===== src/rtl/flash_ctrl_pkg.sv =====
// Shared types and constants for the flash read arbiter: FSM states,
// beat geometry and the registered response payload.
package flash_ctrl_pkg;

  typedef enum logic [1:0] {
    IDLE  = 2'd0,
    ISSUE = 2'd1,
    CAPT  = 2'd2,
    RESP  = 2'd3
  } state_t;

  localparam int unsigned BEAT_BYTES     = 8;
  localparam int unsigned FLASH_SIZE_DEF = 4194304;

  // Payload fields are sized for up to 16 requesters and 64-bit beats.
  localparam int unsigned RESP_ID_W   = 4;
  localparam int unsigned RESP_DATA_W = 64;

  typedef struct packed {
    logic [RESP_ID_W-1:0]   id;
    logic [RESP_DATA_W-1:0] data;
    logic                   err;
    logic                   last;
  } resp_t;

endpackage


===== src/rtl/rr_arbiter.sv =====
// Combinational round-robin picker: first asserted request strictly after
// the pointer, circularly. The pointer register is owned by the caller.
module rr_arbiter #(
  parameter int unsigned NUM_REQ = 2
) (
  input  logic [NUM_REQ-1:0]         req,
  input  logic [$clog2(NUM_REQ)-1:0] ptr,
  input  logic                       en,
  output logic [NUM_REQ-1:0]         grant,
  output logic [$clog2(NUM_REQ)-1:0] idx
);

  localparam int unsigned IDX_W = $clog2(NUM_REQ);

  logic [IDX_W-1:0] k;
  logic             found;

  always_comb begin
    grant = '0;
    idx   = '0;
    found = 1'b0;
    k     = '0;
    for (int unsigned i = 0; i < NUM_REQ; i++) begin
      k = IDX_W'((32'(ptr) + i + 32'd1) % NUM_REQ);
      if (en && !found && req[k]) begin
        found    = 1'b1;
        grant[k] = 1'b1;
        idx      = k;
      end
    end
  end

endmodule


===== src/rtl/flash_read_arbiter.sv =====
// Round-robin share of a 1-cycle-latency flash read port; each granted burst
// is split into per-beat reads and returned on a valid/ready channel.
module flash_read_arbiter
  import flash_ctrl_pkg::*;
#(
  parameter int unsigned NUM_REQ    = 2,
  parameter int unsigned ADDR_W     = 32,
  parameter int unsigned DATA_W     = 64,
  parameter int unsigned LEN_W      = 3,
  parameter int unsigned FLASH_SIZE = FLASH_SIZE_DEF
) (
  input  logic                        clock,
  input  logic                        reset,
  input  logic [NUM_REQ-1:0]          req_valid,
  output logic [NUM_REQ-1:0]          req_ready,
  input  logic [NUM_REQ*ADDR_W-1:0]   req_addr,
  input  logic [NUM_REQ*LEN_W-1:0]    req_len,
  output logic                        resp_valid,
  input  logic                        resp_ready,
  output logic [$clog2(NUM_REQ)-1:0]  resp_id,
  output logic [DATA_W-1:0]           resp_data,
  output logic                        resp_err,
  output logic                        resp_last,
  output logic                        flash_ren,
  output logic [31:0]                 flash_addr,
  input  logic [DATA_W-1:0]           flash_rdata
);

  localparam int unsigned ID_W = $clog2(NUM_REQ);
  localparam int unsigned AW1  = ADDR_W + 1;

  state_t              state_q, state_d;
  logic [ID_W-1:0]     ptr_q, owner_q, win_idx;
  logic [NUM_REQ-1:0]  grant;
  logic [ADDR_W-1:0]   start_q, win_addr, sel_start;
  logic [LEN_W-1:0]    len_q, beat_q, win_len, sel_beat;
  logic [AW1-1:0]      cur;
  logic                bad_q, bad_d;
  logic                resp_valid_q, flash_ren_q;
  logic [31:0]         flash_addr_q;
  resp_t               resp_q;

  rr_arbiter #(.NUM_REQ(NUM_REQ)) u_arb (
    .req   (req_valid),
    .ptr   (ptr_q),
    .en    (state_q == IDLE),
    .grant (grant),
    .idx   (win_idx)
  );

  always_ff @(posedge clock or posedge reset) begin
    if (reset) state_q <= IDLE;
    else       state_q <= state_d;
  end

  always_comb begin
    state_d = state_q;
    case (state_q)
      IDLE:    if (|grant) state_d = ISSUE;
      ISSUE:   state_d = bad_q ? RESP : CAPT;
      CAPT:    state_d = RESP;
      RESP:    if (resp_ready) state_d = resp_q.last ? IDLE : ISSUE;
      default: state_d = IDLE;
    endcase
  end

  // Address and range check for the beat about to enter ISSUE.
  always_comb begin
    req_ready = grant;
    win_addr  = '0;
    win_len   = '0;
    for (int i = 0; i < int'(NUM_REQ); i++) begin
      if (grant[i]) begin
        win_addr = req_addr[i*ADDR_W +: ADDR_W];
        win_len  = req_len[i*LEN_W +: LEN_W];
      end
    end
    sel_start = (state_q == IDLE) ? win_addr : start_q;
    sel_beat  = (state_q == IDLE) ? '0 : LEN_W'(beat_q + LEN_W'(1));
    cur       = {1'b0, sel_start} + (AW1'(sel_beat) << 3);
    bad_d     = (sel_start[2:0] != 3'b000) ||
                ((cur + AW1'(BEAT_BYTES)) > AW1'(FLASH_SIZE));
  end

  always_ff @(posedge clock or posedge reset) begin
    if (reset) begin
      ptr_q        <= ID_W'(NUM_REQ - 1);
      owner_q      <= '0;
      start_q      <= '0;
      len_q        <= '0;
      beat_q       <= '0;
      bad_q        <= 1'b0;
      flash_ren_q  <= 1'b0;
      flash_addr_q <= '0;
      resp_valid_q <= 1'b0;
      resp_q       <= '0;
    end else begin
      if (state_q == IDLE && |grant) begin
        owner_q <= win_idx;
        start_q <= win_addr;
        len_q   <= win_len;
        beat_q  <= '0;
        ptr_q   <= win_idx;
      end
      if (state_q == RESP && resp_ready && !resp_q.last) beat_q <= LEN_W'(beat_q + LEN_W'(1));
      if (state_d == ISSUE) bad_q <= bad_d;
      flash_ren_q  <= (state_d == ISSUE) && !bad_d;
      flash_addr_q <= ((state_d == ISSUE) && !bad_d) ? 32'(cur) : 32'd0;
      resp_valid_q <= (state_d == RESP);
      if (state_q == ISSUE && bad_q)
        resp_q <= '{id: RESP_ID_W'(owner_q), data: '0, err: 1'b1, last: (beat_q == len_q)};
      else if (state_q == CAPT)
        resp_q <= '{id: RESP_ID_W'(owner_q), data: RESP_DATA_W'(flash_rdata), err: 1'b0,
                    last: (beat_q == len_q)};
      else if (state_q == RESP && resp_ready)
        resp_q <= '0;
    end
  end

  assign resp_valid = resp_valid_q;
  assign resp_id    = ID_W'(resp_q.id);
  assign resp_data  = DATA_W'(resp_q.data);
  assign resp_err   = resp_q.err;
  assign resp_last  = resp_q.last;
  assign flash_ren  = flash_ren_q;
  assign flash_addr = flash_addr_q;

endmodule

===== config.mk =====
export PLATFORM = sky130hd
export DESIGN_NAME = flash_read_arbiter
export DESIGN_NICKNAME = d
export VERILOG_FILES = /design/src/rtl/flash_ctrl_pkg.sv /design/src/rtl/rr_arbiter.sv /design/src/rtl/flash_read_arbiter.sv
export SDC_FILE = /design/constraint.sdc
export NUM_CORES = 1
export LEC_CHECK = 0
export ABC_AREA = 1
export ABC_CLOCK_PERIOD_IN_PS = 11150
export BUFFER_PORTS_ARGS = -buffer_cell sky130_fd_sc_hd__clkbuf_2
export CAP_MARGIN = 40
export CORE_AREA = 2 2 211 130
export CTS_CLUSTER_SIZE = 40
export DETAILED_ROUTE_END_ITERATION = 12
export DIE_AREA = 0 0 213 132
export SETUP_SLACK_MARGIN = 0.1
export SLEW_MARGIN = 20
export SYNTH_ARGS = -nofsm -noshare
export SYNTH_HDL_FRONTEND = slang
export SYNTH_HIERARCHICAL = 1
export SYNTH_SLANG_ARGS = --single-unit

===== constraint.sdc =====
create_clock -name clock -period 11.15 [get_ports clock]
set_clock_uncertainty 0.2 [all_clocks]
set_input_delay 1.6725 -clock clock [delete_from_list [all_inputs] [get_ports clock]]
set_output_delay 1.6725 -clock clock [all_outputs]
set_load 0.03 [all_outputs]

==> run_summary.xml, run 1 <==
<?xml version="1.0" encoding="UTF-8"?>
<metrics>
  <group name="logic_synthesis">
    <metric name="yosys.area_share.xor_xnor" unit="">0.00677</metric>
    <metric name="yosys.cell_count.top_type" unit="">sky130_fd_sc_hd__nand2_1</metric>
    <metric name="synth-edff-count" unit="">0</metric>
    <metric name="synth-seq-cells" unit="">144</metric>
    <metric name="synthSimpleGateAreaFrac" unit="">0.466</metric>
    <metric name="synthTopCellsByArea" unit="">sky130_fd_sc_hd__dfrtp_1 40%, sky130_fd_sc_hd__nand2_1 19%, sky130_fd_sc_hd__nand3_1 13%</metric>
    <metric name="synth_area_in_compound_gates" unit="">0.0448</metric>
    <metric name="synth-warning-count" unit="">6</metric>
    <metric name="fraction_of_the_mapped_netlist_area_in_adder_cells" unit="">0.00912</metric>
    <metric name="synth_top_family_by_area" unit="">simple AND/OR/NAND/NOR gates</metric>
    <metric name="post_synthesis_average_cell_area" unit="µm²">6.90</metric>
    <metric name="post_synth_inst_count" unit="">1311</metric>
    <metric name="synth_top_flop_cell" unit="">sky130_fd_sc_hd__dfrtp_1</metric>
    <metric name="synthArstFlopShare" unit="">1.00</metric>
    <metric name="synth_cell_type_count" unit="">39</metric>
    <metric name="proportion_of_synthesized_area_in_mux_cells" unit="">0</metric>
    <metric name="syn-cell-area" unit="mm²">0.00905</metric>
    <metric name="synth_largest_area_cell" unit="">sky130_fd_sc_hd__dfrtp_1</metric>
    <metric name="synthDominantCellAreaShare" unit="">0.395</metric>
    <metric name="synth_sequential_area_ratio" unit="">0.398</metric>
    <metric name="synthTopCellsByCount" unit="">463 x sky130_fd_sc_hd__nand2_1, 241 x sky130_fd_sc_hd__nand3_1, 143 x sky130_fd_sc_hd__dfrtp_1, 101 x sky130_fd_sc_hd__nor2_1, 86 x sky130_fd_sc_hd__inv_1</metric>
  </group>
  <group name="grt">
    <metric name="grt_remaining_overflow" unit="">0</metric>
    <metric name="number_of_antenna_violations_at_the_first_check_in_global_routing" unit="">2</metric>
    <metric name="maximum_number_of_pins_on_one_net_before_global_route_repair" unit="">83</metric>
    <metric name="grt_first_pass_wirelength" unit="µm">48600</metric>
    <metric name="number_of_global_route_vias_before_repair" unit="">8595</metric>
    <metric name="gr_usage_total" unit="">0.224</metric>
  </group>
  <group name="worst_setup_path">
    <metric name="critical_path.slowest_cell" unit="">sky130_fd_sc_hd__nor2_1</metric>
    <metric name="cp-start-kind" unit="">primary input</metric>
    <metric name="r2r_slack" unit="ns">4.73</metric>
    <metric name="worstReg2RegEnd" unit="">flash_addr[10]</metric>
    <metric name="crit_arrival" unit="ns">6.70</metric>
    <metric name="worstReg2RegStart" unit="">state_q[0]</metric>
    <metric name="crit_top_cell" unit="">sky130_fd_sc_hd__nand2_1</metric>
    <metric name="critical_path.endpoint_type" unit="">flop</metric>
    <metric name="r2r_cells" unit="">30</metric>
    <metric name="crit_required" unit="ns">11.29</metric>
    <metric name="crit_type" unit="">in -&gt; reg</metric>
    <metric name="critPathLaunch" unit="">req_valid[0]</metric>
    <metric name="critical_path.max_stage_delay" unit="ns">0.59</metric>
    <metric name="critical_path_peak_fanout" unit="">28</metric>
  </group>
  <group name="layout">
    <metric name="finish.cell_count_without_fillers" unit="">1912</metric>
    <metric name="drive_gt1_frac" unit="">0.259</metric>
    <metric name="postLayoutCoreUtil" unit="">0.431</metric>
    <metric name="design.final.nets" unit="">1683</metric>
    <metric name="syn_to_final_growth" unit="%">24.0</metric>
  </group>
  <group name="timing">
    <metric name="worst_pin_slew" unit="ns">0.786</metric>
    <metric name="layout_setup_ws" unit="ns">4.59</metric>
    <metric name="hold_viol_final" unit="">0</metric>
    <metric name="period_needed" unit="ns">6.56</metric>
    <metric name="setup_violations" unit="">0</metric>
    <metric name="timing.max_slew.rel_slack" unit="">0.473</metric>
    <metric name="rsz_0062_raised_after_global_routing" unit="">no</metric>
    <metric name="fmax" unit="MHz">153</metric>
    <metric name="min_period_over_period" unit="">0.588</metric>
    <metric name="fin_setup_tns" unit="ns">0</metric>
    <metric name="slew_violations" unit="">0</metric>
  </group>
  <group name="cts">
    <metric name="cts.root.buffer_cell" unit="">sky130_fd_sc_hd__clkbuf_16</metric>
    <metric name="path_clk_slew" unit="ns">0.06</metric>
    <metric name="post_cts_resize_count" unit="">0</metric>
    <metric name="cts_hold_repair_buffers" unit="">0</metric>
    <metric name="post-cts-setup-buffers" unit="">0</metric>
    <metric name="clock_latency" unit="ns">0.44</metric>
    <metric name="ctsHtreeMaxLevel" unit="">4</metric>
    <metric name="tritoncts.num_buffers" unit="">17</metric>
    <metric name="tritoncts_num_sinks" unit="">144</metric>
    <metric name="ctsLongestPathBuffers" unit="">2</metric>
    <metric name="cts_tree" unit="">yes</metric>
  </group>
  <group name="route">
    <metric name="drc_errors" unit="">0</metric>
    <metric name="routed-via-count" unit="">9371</metric>
    <metric name="route.final.wire_length" unit="µm">30800</metric>
    <metric name="first_pass_iters" unit="">5</metric>
    <metric name="drt_initial_violations" unit="">884</metric>
    <metric name="detail_routed_net_length_per_standard_cell" unit="µm">16.1</metric>
    <metric name="routed_via_density" unit="">4.90</metric>
    <metric name="ant_nets" unit="">0</metric>
  </group>
  <group name="place">
    <metric name="cell_count_post_placement" unit="">1876</metric>
    <metric name="place.gp.congestion" unit="">1.01</metric>
    <metric name="pre_cts_ws" unit="ns">4.19</metric>
    <metric name="numPortBuffers" unit="">241</metric>
    <metric name="post_dp_hpwl" unit="µm">23600</metric>
  </group>
  <group name="power_and_ir_drop">
    <metric name="power.ir.vdd_worst" unit="mV">0.137</metric>
    <metric name="netSwitchingPower" unit="µW">1980</metric>
    <metric name="total_power_after_layout" unit="µW">3610</metric>
    <metric name="p_leak" unit="µW">0.00611</metric>
    <metric name="powerDensity" unit="mW/mm²">321</metric>
    <metric name="internal-power" unit="µW">1630</metric>
    <metric name="power_frac_comb" unit="">0.612</metric>
    <metric name="p_sw_frac" unit="">0.548</metric>
    <metric name="power.sequential.fraction" unit="">0.222</metric>
    <metric name="clkPwrFrac" unit="">0.166</metric>
  </group>
  <group name="status">
    <metric name="status" unit="">finished clean</metric>
  </group>
  <group name="floorplan">
    <metric name="initial_util" unit="">0.347</metric>
    <metric name="die_height" unit="µm">132</metric>
    <metric name="io_pins" unit="">242</metric>
    <metric name="fp-row-count" unit="">46</metric>
    <metric name="design.die.area" unit="mm²">0.0281</metric>
    <metric name="die-width" unit="µm">213</metric>
    <metric name="coreArea" unit="mm²">0.0261</metric>
  </group>
  <group name="worst_hold_path">
    <metric name="worst_hold_path.endpoint" unit="">start_q[30]</metric>
    <metric name="hold_path.startpoint" unit="">start_q[30]</metric>
    <metric name="min_delay_path_depth" unit="">2</metric>
    <metric name="min_path_type" unit="">reg -&gt; reg</metric>
  </group>
  <group name="job">
    <metric name="max_capacitance_violation_total" unit="">0</metric>
  </group>
</metrics>
==> flip-flops by register name (all words and copies together), names as in the netlist <==
name        count
bad_q           1
resp_err        1
resp_valid      1
start_q        32
owner_q         1
resp_data      64
resp_last       1
resp_id         1
beat_q          3
ptr_q           1
flash_ren       1
len_q           3
flash_addr     32
state_q         2
==> power groups by stage <==
stage	sequential, µW	combinational (µW)	clock, µW
after CTS	801	2160	612
after global routing	824	2430	635
after floorplan	1040	1330	0
after detailed placement	810	2150	0
final	801	2210	600
after global placement	803	2160	0
==> through the flow <==
| stage | hold WS (ns) | area (µm²) |
|---|---|---|
| 6_report | 0.275 | 11200 |
| 5_1_grt | 0.313 | 11200 |
| 4_1_cts | 0.277 | 11200 |
| 3_5_place_dp | 0.261 | 10500 |
| 3_3_place_gp | 0.254 | 10500 |
| 2_1_floorplan | 0.242 | 9090 |
==> worst max-delay path, delay by kind of cell <==
family,cells,cell delay (ns)
and+or+nand+nor,20,3.52
AOI/OAI and AO/OA,3,0.45
buffers and inverters,4,0.61
adders and majority gates,2,0.41
==> worst max-delay path by stage <==
stage,end,slack (ns)
after CTS,flash_addr[10],4.64
after floorplan,flash_addr[9],5.00
after global placement,flash_addr[15],4.34
after global routing,flash_addr[9],4.03
after detailed placement,flash_addr[22],4.19
final,flash_addr[10],4.59
==> layout make-up <==
| type | count | area (µm²) |
|---|---|---|
| diodes | 1 | 2.50 |
| multi-input cells | 1023 | 4830 |
| inverters | 99 | 377 |
| well taps | 360 | 450 |
| fillers | 2743 | 14800 |
| flip-flops and latches | 144 | 3610 |
| clock inverters | 10 | 126 |
| repair buffers | 253 | 1350 |
| clock buffers | 22 | 484 |
==> layout by cell type (no fill, tap or decap), types with 3 or more instances in the layout <==
| cell type | synthesis | routed |
|---|---|---|
| sky130_fd_sc_hd__a22o_1 | 3 | 3 |
| sky130_fd_sc_hd__clkinv_1 | 4 | 4 |
| sky130_fd_sc_hd__nor3_1 | 5 | 5 |
| sky130_fd_sc_hd__nand2_1 | 463 | 463 |
| sky130_fd_sc_hd__nor2_1 | 101 | 101 |
| sky130_fd_sc_hd__clkbuf_16 | 0 | 17 |
| sky130_fd_sc_hd__a22oi_1 | 4 | 4 |
| sky130_fd_sc_hd__clkbuf_2 | 0 | 241 |
| sky130_fd_sc_hd__a31oi_1 | 3 | 3 |
| sky130_fd_sc_hd__xor2_1 | 6 | 6 |
| sky130_fd_sc_hd__nor2_2 | 47 | 47 |
| sky130_fd_sc_hd__a21oi_1 | 10 | 7 |
| sky130_fd_sc_hd__o21ai_1 | 5 | 5 |
| sky130_fd_sc_hd__nor2_4 | 11 | 11 |
| sky130_fd_sc_hd__ha_1 | 5 | 5 |
| sky130_fd_sc_hd__nand4_1 | 10 | 10 |
| sky130_fd_sc_hd__inv_1 | 86 | 85 |
| sky130_fd_sc_hd__clkbuf_8 | 0 | 4 |
| sky130_fd_sc_hd__nand2_2 | 26 | 26 |
| sky130_fd_sc_hd__clkinv_4 | 0 | 3 |
| sky130_fd_sc_hd__buf_4 | 6 | 8 |
| sky130_fd_sc_hd__nand3_2 | 9 | 9 |
| sky130_fd_sc_hd__dfrtp_1 | 143 | 142 |
| sky130_fd_sc_hd__o21ai_0 | 46 | 46 |
| sky130_fd_sc_hd__conb_1 | 1 | 12 |
| sky130_fd_sc_hd__buf_12 | 0 | 3 |
| sky130_fd_sc_hd__inv_2 | 9 | 9 |
| sky130_fd_sc_hd__nand3_1 | 241 | 241 |
==> metal layers <==
layer | GRT usage | vias up | part of all wire
met5 | 0 | - | 0.00052
li1 | - | 4642 | -
met2 | 0.292 | 349 | 0.39
met4 | 0.0649 | 2 | 0.016
met3 | 0.0736 | 30 | 0.096
met1 | 0.343 | 4348 | 0.50
==> cells by family (layout without fill, tap and decap cells) <==
kind of cell	Yosys count	after routing
AO/OA/AOI/OAI	74	74
XOR/XNOR	7	7
adder cells (fa/ha/maj)	6	6
buffers and inverters	155	384
flip-flops	144	144
other	1	13
AND/OR/NAND/NOR	924	924
(Power assumes the default switching activity.)
==> run 2, diff against run 1 <==
--- a/config.mk
+++ b/config.mk
@@ -6,7 +6,7 @@
 export NUM_CORES = 1
 export LEC_CHECK = 0
 export ABC_AREA = 1
-export ABC_CLOCK_PERIOD_IN_PS = 11150
+export ABC_CLOCK_PERIOD_IN_PS = 6200
 export BUFFER_PORTS_ARGS = -buffer_cell sky130_fd_sc_hd__clkbuf_2
 export CAP_MARGIN = 40
 export CORE_AREA = 2 2 211 130
==> constraint.sdc (replaced) <==
create_clock -name clock -period 6.2 [get_ports clock]
set_clock_uncertainty 0.2 [all_clocks]
set_input_delay 0.93 -clock clock [delete_from_list [all_inputs] [get_ports clock]]
set_output_delay 0.93 -clock clock [all_outputs]
set_load 0.03 [all_outputs]
==> run 2 against run 1 <==
  * Worst hold slack worse by 0.034 ns
  * Global-route usage is 0.37 points higher
  * Worst setup slack worse by 3.8 ns
  * Total power is 79% higher
  * Die area stayed put
  * Core utilization is 0.16 points lower
  * Via count is 0.11% lower
  * Critical path type is now reg -> reg
  * Critical endpoint is now flash_addr[19]
==> run_summary.xml, run 2 (synthesized netlist as in run 1, its figures left out) <==
<?xml version="1.0" encoding="UTF-8"?>
<metrics>
  <group name="cts">
    <metric name="ctsHtreeMaxLevel" unit="">4</metric>
    <metric name="post-cts-setup-buffers" unit="">0</metric>
    <metric name="path_clk_slew" unit="ns">0.06</metric>
    <metric name="cts_hold_repair_buffers" unit="">0</metric>
    <metric name="tritoncts_num_sinks" unit="">144</metric>
    <metric name="post_cts_resize_count" unit="">0</metric>
    <metric name="cts.root.buffer_cell" unit="">sky130_fd_sc_hd__clkbuf_16</metric>
    <metric name="ctsLongestPathBuffers" unit="">2</metric>
    <metric name="tritoncts.num_buffers" unit="">17</metric>
    <metric name="clock_latency" unit="ns">0.43</metric>
    <metric name="cts_tree" unit="">yes</metric>
  </group>
  <group name="route">
    <metric name="ant_nets" unit="">0</metric>
    <metric name="drt_initial_violations" unit="">922</metric>
    <metric name="route.final.wire_length" unit="µm">31500</metric>
    <metric name="drc_errors" unit="">0</metric>
    <metric name="routed_via_density" unit="">4.90</metric>
    <metric name="first_pass_iters" unit="">6</metric>
    <metric name="routed-via-count" unit="">9361</metric>
    <metric name="detail_routed_net_length_per_standard_cell" unit="µm">16.5</metric>
  </group>
  <group name="power_and_ir_drop">
    <metric name="powerDensity" unit="mW/mm²">579</metric>
    <metric name="clkPwrFrac" unit="">0.162</metric>
    <metric name="p_sw_frac" unit="">0.546</metric>
    <metric name="power.ir.vdd_worst" unit="mV">0.225</metric>
    <metric name="power_frac_comb" unit="">0.615</metric>
    <metric name="p_leak" unit="µW">0.00611</metric>
    <metric name="internal-power" unit="µW">2940</metric>
    <metric name="power.sequential.fraction" unit="">0.223</metric>
    <metric name="netSwitchingPower" unit="µW">3530</metric>
  </group>
  <group name="worst_setup_path">
    <metric name="crit_arrival" unit="ns">5.58</metric>
    <metric name="critical_path.max_stage_delay" unit="ns">0.52</metric>
    <metric name="worstReg2RegStart" unit="">state_q[0]</metric>
    <metric name="critical_path_peak_fanout" unit="">20</metric>
    <metric name="critical_path.slowest_cell" unit="">sky130_fd_sc_hd__fa_1</metric>
    <metric name="r2r_cells" unit="">26</metric>
    <metric name="crit_type" unit="">reg -&gt; reg</metric>
    <metric name="crit_required" unit="ns">6.34</metric>
    <metric name="cp-start-kind" unit="">flop</metric>
    <metric name="critPathLaunch" unit="">state_q[0]</metric>
    <metric name="critical_path.endpoint_type" unit="">flop</metric>
  </group>
  <group name="floorplan">
    <metric name="initial_util" unit="">0.347</metric>
    <metric name="die-width" unit="µm">213</metric>
    <metric name="coreArea" unit="mm²">0.0261</metric>
    <metric name="design.die.area" unit="mm²">0.0281</metric>
    <metric name="fp-row-count" unit="">46</metric>
    <metric name="io_pins" unit="">242</metric>
    <metric name="die_height" unit="µm">132</metric>
  </group>
  <group name="place">
    <metric name="post_dp_hpwl" unit="µm">24100</metric>
    <metric name="numPortBuffers" unit="">241</metric>
    <metric name="place.gp.congestion" unit="">0.994</metric>
    <metric name="pre_cts_ws" unit="ns">0.461</metric>
    <metric name="postPlaceCellArea" unit="mm²">0.0106</metric>
  </group>
  <group name="timing">
    <metric name="period_needed" unit="ns">5.44</metric>
    <metric name="setup_violations" unit="">0</metric>
    <metric name="rsz_0062_raised_after_global_routing" unit="">no</metric>
    <metric name="layout_setup_ws" unit="ns">0.765</metric>
    <metric name="min_period_over_period" unit="">0.877</metric>
    <metric name="timing.max_slew.rel_slack" unit="">0.501</metric>
    <metric name="hold_viol_final" unit="">0</metric>
    <metric name="fin_setup_tns" unit="ns">0</metric>
    <metric name="slew_violations" unit="">0</metric>
    <metric name="fmax" unit="MHz">184</metric>
    <metric name="worst_pin_slew" unit="ns">0.749</metric>
  </group>
  <group name="layout">
    <metric name="layout.cells.most_common_list" unit="">463 x sky130_fd_sc_hd__nand2_1, 241 x sky130_fd_sc_hd__nand3_1, 241 x sky130_fd_sc_hd__clkbuf_2</metric>
    <metric name="mostFrequentLayoutCell" unit="">sky130_fd_sc_hd__nand2_1</metric>
    <metric name="design.final.nets" unit="">1684</metric>
    <metric name="postLayoutCoreUtil" unit="">0.429</metric>
    <metric name="ant_diodes" unit="">0</metric>
    <metric name="flip_flop_count_of_the_largest_register_all_copies_and_words_added" unit="">64</metric>
    <metric name="syn_to_final_growth" unit="%">23.6</metric>
    <metric name="drive_gt1_frac" unit="">0.258</metric>
    <metric name="postLayoutCellArea" unit="mm²">0.0112</metric>
  </group>
  <group name="worst_hold_path">
    <metric name="min_path_type" unit="">in -&gt; async</metric>
  </group>
  <group name="grt">
    <metric name="number_of_global_route_vias_before_repair" unit="">8625</metric>
    <metric name="gr_usage_total" unit="">0.228</metric>
    <metric name="grt_first_pass_wirelength" unit="µm">49000</metric>
    <metric name="number_of_antenna_violations_at_the_first_check_in_global_routing" unit="">0</metric>
    <metric name="maximum_number_of_pins_on_one_net_before_global_route_repair" unit="">69</metric>
    <metric name="grt_remaining_overflow" unit="">0</metric>
  </group>
  <group name="job">
    <metric name="max_capacitance_violation_total" unit="">0</metric>
  </group>
  <group name="status">
    <metric name="status" unit="">finished clean</metric>
  </group>
</metrics>
==> run 2: power groups by stage <==
stage,sequential [µW],clock [µW],combinational (µW)
floorplan,1870,0,2390
global placement,1450,0,3870
detailed placement,1460,0,3880
CTS,1440,1070,3900
global route,1480,1120,4370
finish,1440,1050,3980
==> run 2: worst paths after layout <==
kind / endpoint / slack (ns)
setup / recovery: flash_addr[19] / 0.76
hold / removal: flash_addr[0] / 0.24
setup reg to reg: flash_addr[19] / 0.76
hold reg to reg: start_q[30] / 0.29
max in group asynchronous: state_q[1] / 4.16
min in group clock: start_q[30] / 0.29
==> run 2: cell type report <==
type	count	area, µm²
Tap cell	360	450
Clock inverter	10	136
Sequential cell	144	3610
Timing Repair Buffer	254	1340
Multi-Input combinational cell	1023	4830
Fill cell	2768	14900
Clock buffer	20	447
Inverter	99	377
==> run 2: through the flow <==
step                      hold slack [ns]  power [µW]  instances
after floorplan                     0.242        4260       1322
after global placement              0.256        5320       1878
after detailed placement            0.270        5330       1879
after CTS                           0.228        6420       1909
after global routing                0.242        6970       1910
final                               0.241        6470       1910
==> run 2: per-layer routing <==
metal / vias up / GRT usage / routed length, µm
met5: - / 0 / 0
met4: 0 / 0.0618 / 437
met3: 32 / 0.0555 / 2800
met2: 384 / 0.304 / 12500
met1: 4305 / 0.356 / 15700
li1: 4640 / - / -
==> run 2: critical path: cells and delay by family, from the launching register on <==
family                     cells  cell delay [ns]
AOI/OAI and AO/OA              3             0.65
adders and majority gates      3             0.96
buffers and inverters          1             0.07
DFF                            1             0.45
and+or+nand+nor               19             3.03
==> run 3, diff against run 2 <==
==> constraint.sdc (replaced) <==
create_clock -name clock -period 6.2 [get_ports clock]
set_clock_uncertainty 0.2 [all_clocks]
set_input_delay 0.31 -clock clock [delete_from_list [all_inputs] [get_ports clock]]
set_output_delay 0.31 -clock clock [all_outputs]
set_load 0.03 [all_outputs]
==> run 3 against run 2 <==
  * Via count rose by 4.7%
  * First-iteration DRC count rose by 5.5%
  * Worst setup slack improved by 0.047 ns
  * Total power rose by 1.4%
  * Clock power barely moved
  * Core utilization rose by 3.2 points
  * Worst hold slack got worse by 0.23 ns
  * Combinational power rose by 2%
  * Register-to-register slack improved by 0.05 ns
  * Global-route usage rose by 0.55 points
  * Highest routed layer unchanged
==> run_summary.xml, run 3 (synthesized netlist as in run 1, its figures left out) <==
<?xml version="1.0" encoding="UTF-8"?>
<metrics>
  <group name="status">
    <metric name="status" unit="">finished clean</metric>
  </group>
  <group name="layout">
    <metric name="syn_to_final_growth" unit="%">32.7</metric>
    <metric name="postLayoutCellArea" unit="mm²">0.0120</metric>
    <metric name="layout.cells.most_common_list" unit="">463 x sky130_fd_sc_hd__nand2_1, 241 x sky130_fd_sc_hd__nand3_1, 241 x sky130_fd_sc_hd__clkbuf_2</metric>
    <metric name="flip_flop_count_of_the_largest_register_all_copies_and_words_added" unit="">64</metric>
    <metric name="mostFrequentLayoutCell" unit="">sky130_fd_sc_hd__nand2_1</metric>
    <metric name="ant_diodes" unit="">0</metric>
    <metric name="design.final.nets" unit="">1764</metric>
    <metric name="drive_gt1_frac" unit="">0.246</metric>
  </group>
  <group name="route">
    <metric name="drt_initial_violations" unit="">973</metric>
    <metric name="drc_errors" unit="">0</metric>
    <metric name="route.final.wire_length" unit="µm">32400</metric>
    <metric name="detail_routed_net_length_per_standard_cell" unit="µm">16.3</metric>
    <metric name="routed-via-count" unit="">9804</metric>
    <metric name="routed_via_density" unit="">4.92</metric>
    <metric name="first_pass_iters" unit="">5</metric>
    <metric name="ant_nets" unit="">0</metric>
  </group>
  <group name="floorplan">
    <metric name="coreArea" unit="mm²">0.0261</metric>
    <metric name="die_height" unit="µm">132</metric>
    <metric name="fp-row-count" unit="">46</metric>
    <metric name="io_pins" unit="">242</metric>
    <metric name="initial_util" unit="">0.347</metric>
    <metric name="design.die.area" unit="mm²">0.0281</metric>
    <metric name="die-width" unit="µm">213</metric>
  </group>
  <group name="power_and_ir_drop">
    <metric name="p_leak" unit="µW">0.00645</metric>
    <metric name="powerDensity" unit="mW/mm²">547</metric>
    <metric name="power.ir.vdd_worst" unit="mV">0.224</metric>
  </group>
  <group name="timing">
    <metric name="fmax" unit="MHz">186</metric>
    <metric name="worst_pin_slew" unit="ns">0.757</metric>
    <metric name="rsz_0062_raised_after_global_routing" unit="">no</metric>
    <metric name="setup_violations" unit="">0</metric>
    <metric name="min_period_over_period" unit="">0.869</metric>
    <metric name="timing.max_slew.rel_slack" unit="">0.495</metric>
    <metric name="period_needed" unit="ns">5.39</metric>
    <metric name="fin_setup_tns" unit="ns">0</metric>
    <metric name="slew_violations" unit="">0</metric>
    <metric name="hold_viol_final" unit="">0</metric>
  </group>
  <group name="worst_setup_path">
    <metric name="crit_type" unit="">reg -&gt; reg</metric>
    <metric name="cp-start-kind" unit="">flop</metric>
    <metric name="crit_arrival" unit="ns">5.55</metric>
    <metric name="critical_path.slowest_cell" unit="">sky130_fd_sc_hd__dfrtp_1</metric>
    <metric name="timing.critical_path.max_delay_family" unit="">simple AND/OR/NAND/NOR gates</metric>
    <metric name="timing.critical_path.buf_inv" unit="">3</metric>
    <metric name="critical_path.endpoint_type" unit="">flop</metric>
    <metric name="critical_path_peak_fanout" unit="">38</metric>
    <metric name="crit_top_cell" unit="">sky130_fd_sc_hd__nand2_1</metric>
    <metric name="crit_required" unit="ns">6.36</metric>
    <metric name="critical_path.max_stage_delay" unit="ns">0.44</metric>
  </group>
  <group name="cts">
    <metric name="tritoncts_num_sinks" unit="">144</metric>
    <metric name="cts.root.buffer_cell" unit="">sky130_fd_sc_hd__clkbuf_16</metric>
    <metric name="clock_latency" unit="ns">0.44</metric>
    <metric name="post-cts-setup-buffers" unit="">0</metric>
    <metric name="ctsLongestPathBuffers" unit="">2</metric>
    <metric name="ctsHtreeMaxLevel" unit="">4</metric>
    <metric name="tritoncts.num_buffers" unit="">17</metric>
    <metric name="cts_tree" unit="">yes</metric>
    <metric name="path_clk_slew" unit="ns">0.07</metric>
  </group>
  <group name="grt">
    <metric name="gr_usage_total" unit="">0.233</metric>
    <metric name="maximum_number_of_pins_on_one_net_before_global_route_repair" unit="">78</metric>
    <metric name="grt_first_pass_wirelength" unit="µm">50700</metric>
    <metric name="number_of_antenna_violations_at_the_first_check_in_global_routing" unit="">0</metric>
    <metric name="number_of_global_route_vias_before_repair" unit="">9387</metric>
    <metric name="grt_remaining_overflow" unit="">0</metric>
  </group>
  <group name="worst_hold_path">
    <metric name="min_path_type" unit="">in -&gt; reg</metric>
  </group>
  <group name="job">
    <metric name="max_capacitance_violation_total" unit="">0</metric>
  </group>
  <group name="place">
    <metric name="post_dp_hpwl" unit="µm">23900</metric>
    <metric name="numPortBuffers" unit="">241</metric>
    <metric name="place.gp.congestion" unit="">0.975</metric>
    <metric name="postPlaceCellArea" unit="mm²">0.0106</metric>
  </group>
</metrics>
==> run 3: timing repair <==
item / 4_1_cts / 5_1_grt
setup endpoints to repair: 0 / 5
hold buffers: 79 / 0
hold endpoints to repair: 151 / 0
resized for setup: 0 / 1
==> run 3: worst paths after layout <==
kind                       depth (start not counted)         from  slack (ns)        endpoint
setup / recovery                                  27   state_q[0]        0.81  flash_addr[14]
hold / removal                                     4  req_addr[3]       0.008      start_q[3]
setup reg to reg                                  27   state_q[0]        0.81  flash_addr[14]
hold reg to reg                                    2  start_q[28]        0.28     start_q[28]
max in group asynchronous                          6        reset        4.52   flash_addr[8]
min in group asynchronous                          3        reset        0.08  flash_addr[29]
==> run 3: layout make-up <==
class	count	area (µm²)
sequential	144	3610
inverter	99	377
clock inverter	9	131
fill	2701	14100
timing repair buffer	334	2140
tap	360	450
multi-input combinational	1023	4840
clock buffer	23	468
==> run 3: power breakdown <==
part	switching [µW]	total (µW)	internal (µW)
combinational	2990	4050	1060
clock	419	1070	654
sequential	176	1450	1270
total	3580	6570	2980
==> run 3: worst reg2reg max path, stage by stage, from the launching register on <==
cell and delay (ns):
sky130_fd_sc_hd__dfrtp_1 0.44, sky130_fd_sc_hd__nor2_4 0.09, sky130_fd_sc_hd__buf_4 0.27, sky130_fd_sc_hd__nand2_1 0.15, sky130_fd_sc_hd__a21oi_4 0.13, sky130_fd_sc_hd__buf_4 0.40
sky130_fd_sc_hd__a22o_1 0.22, sky130_fd_sc_hd__nand2_1 0.05, sky130_fd_sc_hd__o21ai_0 0.17, sky130_fd_sc_hd__ha_1 0.22, sky130_fd_sc_hd__nand2_1 0.05, sky130_fd_sc_hd__nand3_1 0.14
sky130_fd_sc_hd__nand3_4 0.16, sky130_fd_sc_hd__inv_1 0.08, sky130_fd_sc_hd__nand2_1 0.09, sky130_fd_sc_hd__nor2_2 0.25, sky130_fd_sc_hd__nand3_1 0.11, sky130_fd_sc_hd__nand2_1 0.27
sky130_fd_sc_hd__nand2_1 0.16, sky130_fd_sc_hd__nor2_1 0.11, sky130_fd_sc_hd__nand2_1 0.15, sky130_fd_sc_hd__nor2_1 0.28, sky130_fd_sc_hd__nand4_1 0.12, sky130_fd_sc_hd__nand2_1 0.11
sky130_fd_sc_hd__nand3_1 0.11, sky130_fd_sc_hd__nor2_1 0.24, sky130_fd_sc_hd__nand3_4 0.33, sky130_fd_sc_hd__nor2_2 0.20
==> run 3: metal layers <==
layer | global-route usage | routed length [µm] | vias up
met5 | 0 | 0 | -
met1 | 0.345 | 15500 | 4553
met2 | 0.316 | 12900 | 391
li1 | - | - | 4808
met4 | 0.0734 | 735 | 0
met3 | 0.0760 | 3260 | 52
==> run 3: stage by stage <==
step / setup WS (ns) / total power (µW) / util / cells / hold WS [ns]
3_3_place_gp: 0.905 / 5310 / 0.405 / 1879 / 0.255
5_1_grt: 0.292 / 7030 / 0.461 / 1992 / 0.0133
6_report: 0.812 / 6570 / 0.461 / 1992 / 0.00772
3_5_place_dp: 0.827 / 5350 / 0.406 / 1880 / 0.264
2_1_floorplan: 0.105 / 4260 / - / 1322 / 0.242
4_1_cts: 0.770 / 6490 / 0.459 / 1991 / 0.00107
